$ cat src/rtl/corfifo_gray_ptr_sync.sv
// rtl/corfifo_gray_ptr_sync.sv - multi-channel Gray pointer synchroniser with hold, change strobe and optional step check
// Optional Gray step checking is enabled by defining COREFIFO_SYNC_GRAY_CHECK_EN.
module corfifo_gray_ptr_sync #(
    parameter int NUM_STAGES = 2,
    parameter int ADDRWIDTH  = 3,
    parameter int NUM_CH     = 1
) (
    input  logic                              clk,
    input  logic                              srst,
    input  logic [NUM_CH*(ADDRWIDTH+1)-1:0]   inp,
    input  logic                              freeze,
    input  logic [NUM_CH-1:0]                 err_clr,
    output logic [NUM_CH*(ADDRWIDTH+1)-1:0]   sync_gray,
    output logic [NUM_CH*(ADDRWIDTH+1)-1:0]   sync_bin,
    output logic [NUM_CH-1:0]                 chg_pulse,
    output logic [NUM_CH-1:0]                 err_flag
);

    localparam int W  = ADDRWIDTH + 1;
    localparam int CW = NUM_CH * W;

    logic [CW-1:0] stage [NUM_STAGES];
    logic [CW-1:0] s_last;
    logic [CW-1:0] last_gray;

    function automatic logic [W-1:0] gray2bin(input logic [W-1:0] g);
        logic [W-1:0] b;
        b[W-1] = g[W-1];
        for (int i = W - 2; i >= 0; i--) begin
            b[i] = b[i+1] ^ g[i];
        end
        return b;
    endfunction

    // The synchroniser chain keeps shifting during freeze so the newest
    // pointer is ready the moment the output stage is released.
    always_ff @(posedge clk) begin
        if (srst) begin
            for (int i = 0; i < NUM_STAGES; i++) begin
                stage[i] <= '0;
            end
        end else begin
            stage[0] <= inp;
            for (int i = 1; i < NUM_STAGES; i++) begin
                stage[i] <= stage[i-1];
            end
        end
    end

    assign s_last = stage[NUM_STAGES-1];

    always_ff @(posedge clk) begin
        if (srst) begin
            last_gray <= '0;
            sync_bin  <= '0;
            chg_pulse <= '0;
        end else if (freeze) begin
            chg_pulse <= '0;
        end else begin
            last_gray <= s_last;
            for (int k = 0; k < NUM_CH; k++) begin
                sync_bin[k*W +: W] <= gray2bin(s_last[k*W +: W]);
                chg_pulse[k]       <= (s_last[k*W +: W] != last_gray[k*W +: W]);
            end
        end
    end

    assign sync_gray = last_gray;

`ifdef COREFIFO_SYNC_GRAY_CHECK_EN
    logic was_frozen;

    function automatic logic multi_bit(input logic [W-1:0] a, input logic [W-1:0] b);
        logic [W-1:0] d;
        d = a ^ b;
        return ((d & (d - 1'b1)) != '0);
    endfunction

    // The release cycle after a freeze carries an accumulated delta, so it is
    // exempt from the single-step check; a new error beats a clear.
    always_ff @(posedge clk) begin
        if (srst) begin
            was_frozen <= 1'b0;
            err_flag   <= '0;
        end else begin
            was_frozen <= freeze;
            if (!freeze) begin
                for (int k = 0; k < NUM_CH; k++) begin
                    if (!was_frozen && multi_bit(s_last[k*W +: W], last_gray[k*W +: W])) begin
                        err_flag[k] <= 1'b1;
                    end else if (err_clr[k]) begin
                        err_flag[k] <= 1'b0;
                    end
                end
            end
        end
    end
`else
    logic unused_err_clr;
    assign unused_err_clr = ^err_clr;
    assign err_flag       = '0;
`endif

endmodule

$ cat config.mk
export PLATFORM = sky130hd
export DESIGN_NAME = corfifo_gray_ptr_sync
export DESIGN_NICKNAME = d
export VERILOG_FILES = /design/src/rtl/corfifo_gray_ptr_sync.sv
export SDC_FILE = /design/constraint.sdc
export NUM_CORES = 1
export LEC_CHECK = 0
export ABC_CLOCK_PERIOD_IN_PS = 3930
export CAP_MARGIN = 30
export CELL_PAD_IN_SITES_DETAIL_PLACEMENT = 1
export CELL_PAD_IN_SITES_GLOBAL_PLACEMENT = 2
export CORE_MARGIN = 2
export CORE_UTILIZATION = 37
export DETAILED_ROUTE_END_ITERATION = 12
export DONT_BUFFER_PORTS = 1
export PLACE_DENSITY_LB_ADDON = 0.1
export SLEW_MARGIN = 20
export SYNTH_ARGS = -nofsm -noshare
export SYNTH_HDL_FRONTEND = slang
export SYNTH_SLANG_ARGS = --single-unit
$ cat constraint.sdc
create_clock -name clk -period 3.93 [get_ports clk]
set_clock_uncertainty 0.1 [all_clocks]
set_input_delay 0.5895 -clock clk [delete_from_list [all_inputs] [get_ports clk]]
set_output_delay 0.5895 -clock clk [all_outputs]
set_load 0.01 [all_outputs]
==> impl_metrics.py <==
metrics = {
    "final_layout": {
        "finalNonFillerCells": 70,
        "num_antenna_cells": 0,
        "layout_common_cells": "dfxtp_1, nor2b_1, nor2_1",
        "num-nets-final": 63,
        "final_layout_size_suffix_gt1_frac": 0.0741,
        "syn_to_final_growth_pct": 5.57,
        "nFillCells": 163,
        "final_common_cell": "dfxtp_1",
    },
    "timing": {
        "tns_ps": 0,
        "hold_viol": 0,
        "setup-violations-final": 0,
        "finalMaxSlewViolations": 0,
        "fin_crit_sh": 0.372,
        "rsz0062_at_grt": "false",
        "period_minus_slack_ps": 1460,
        "max_freq_mhz": 684,
    },
    "critical_path": {
        "crit_arrival_ps": 770,
        "crit_type": "flop to primary output",
        "start_kind": "flop",
        "r2r_end": "sync_bin[0]$_SDFFE_PP0N_",
        "worstSetupEndpointType": "primary output",
        "rr_worst_depth": 3,
        "cp-startpoint": "sync_bin[3]$_SDFFE_PP0N_",
        "worst_r2r_startpoint": "stage[0][5]$_SDFF_PP0_",
        "cp_max_fo": 4,
        "critical_path_required_ps": 3240,
        "r2r_slack_ps": 2620,
    },
    "floorplanning": {
        "ioPinCount": 18,
        "dieArea_um2": 1910,
        "dieWidth_um": 43.7,
        "initial_core_util": 0.392,
        "design.core.area_um2": 1490,
        "row_count": 14,
        "die-height_um": 43.7,
    },
    "cts": {
        "cts_tree": "done",
        "cts_resized": 0,
        "cts_sinks": 16,
        "clk_latency_ps": 280,
        "cts_setup_buffers": 0,
        "cts_buffers": 3,
        "clockBufferDepth": 2,
        "ctsHoldBuffers": 0,
        "clkTransAtPathRegs_ps": 90,
        "htreeDepth": 1,
        "cts_root_buffer": "clkbuf_4",
    },
    "synth": {
        "seq_area_frac_synth": 0.548,
        "synth.avg_cell_area_um2": 10.8,
        "synth_ff_type": "dfxtp_1",
        "synth_top_area_share": 0.548,
        "synthesis.area_um2": 584,
        "ys_types": 17,
        "ys_ff_latch": 16,
        "ys_warn_count": 0,
        "synth.area.top_cells": "dfxtp_1, mux2i_1, nor2b_1",
        "synth_edf_count": 0,
        "syn-num-nets": 62,
        "synth_area_leader_cell": "dfxtp_1",
        "async_flop_share": 0,
        "synth_cells": 54,
    },
    "drt": {
        "drtIter0Drc": 0,
        "dr.pass1.iters": 1,
        "vias": 344,
        "avgRoutedWirePerCell_um": 11.6,
        "wirelength_um": 815,
        "ant_nets": 0,
        "vias_per_cell": 4.91,
        "drc": 0,
    },
    "worst_hold_path": {
        "hp-start": "srst",
        "hold_path_depth": 1,
        "hold_path_end": "stage[0][6]$_SDFF_PP0_",
        "hold_class": "primary input to flop",
    },
    "pwr": {
        "p_leak_nw": 0.277,
        "seqPwrFrac": 0.593,
        "internal_power_uw": 236,
        "power_switching_uw": 61.0,
        "comb_power_share": 0.056,
        "swShare": 0.205,
        "power_frac_clock": 0.352,
        "powerDensity_nw_per_um2": 482,
        "max-vdd-ir-drop_mv": 0.293,
    },
    "run_status": {
        "outcome": "finished, final reports clean",
    },
    "place": {
        "io_buffer_count": 0,
        "gp_congestion": 0.722,
        "dp_cells": 66,
        "hpwl_um": 605,
    },
    "global_route": {
        "track_usage": 0.104,
        "grt_max_degree": 17,
        "grt_pass1_wl_mm": 1.40,
        "grt_pass1_vias": 320,
        "antenna_found_initial": 0,
        "grt_overflow_total": 0,
    },
    "job": {
        "max_cap_viol_count": 0,
    },
}
==> worst max-delay path by stage <==
stage                               endpoint  slack (ps)  cells after the start
floorplan           sync_bin[0]$_SDFFE_PP0N_        2680                      3
global placement    sync_bin[0]$_SDFFE_PP0N_        2620                      3
detailed placement  sync_bin[0]$_SDFFE_PP0N_        2630                      3
CTS                              sync_bin[3]        2440                      0
global route                     sync_bin[3]        2390                      0
finish                           sync_bin[3]        2470                      0
==> logic make-up (layout without fill, tap and decap cells) <==
group / count (synthesis) / after routing / synth area share
mux: 5 / 5 / 0.0857
xor+xnor: 7 / 7 / 0.128
buf+inv: 5 / 5 / 0.0471
flops: 16 / 16 / 0.548
other cells: 1 / 1 / 0.00642
simple gates: 17 / 17 / 0.150
compound gates: 3 / 3 / 0.0342
==> sequential cells by signal (all words and copies together) (netlist names) <==
| name | cells |
|---|---|
| stage | 8 |
| sync_bin | 4 |
| sync_gray | 3 |
| chg_pulse | 1 |
==> final cells by class <==
| cell class | count | area (µm²) | area share |
|---|---|---|---|
| Sequential cell | 16 | 320 | 0.519 |
| Clock buffer | 4 | 36.3 | 0.0588 |
| Multi-Input combinational cell | 33 | 236 | 0.383 |
| Tap cell | 16 | 20.0 | 0.0325 |
| Inverter | 1 | 3.75 | 0.00609 |
==> per-layer routing <==
| layer | global-route usage | part of all wire | up-vias |
|---|---|---|---|
| met5 | 0 | 0 | - |
| met4 | 0.0545 | 0 | 0 |
| met3 | 0.0625 | 0.082 | 0 |
| met2 | 0.138 | 0.46 | 14 |
| met1 | 0.130 | 0.46 | 162 |
| li1 | - | - | 168 |
==> power groups by stage <==
stage          Sequential, mW  Clock [mW]  Combinational, mW
3_3_place_gp            0.180           0             0.0160
4_1_cts                 0.177       0.112             0.0168
2_1_floorplan           0.179           0             0.0190
3_5_place_dp            0.180           0             0.0166
6_report                0.176       0.105             0.0165
5_1_grt                 0.178       0.120             0.0186
==> synthesized netlist by cell type (all sizes together), types with 2 or more instances <==
master  count
buf         3
dfxtp      16
mux2i       5
nor2        6
nor2b       8
o21a        2
xor2        5
==> per-stage QoR <==
step	util	total power [mW]	worst slack [ps]	cell area, µm²	hold WS (ps)
after floorplan	-	0.198	2680	584	314
after global placement	0.390	0.196	2620	581	322
after detailed placement	0.390	0.197	2630	581	332
after CTS	0.414	0.305	2440	617	240
after global routing	0.414	0.317	2390	617	232
final	0.414	0.297	2470	617	261
(Power assumes the default switching activity.)
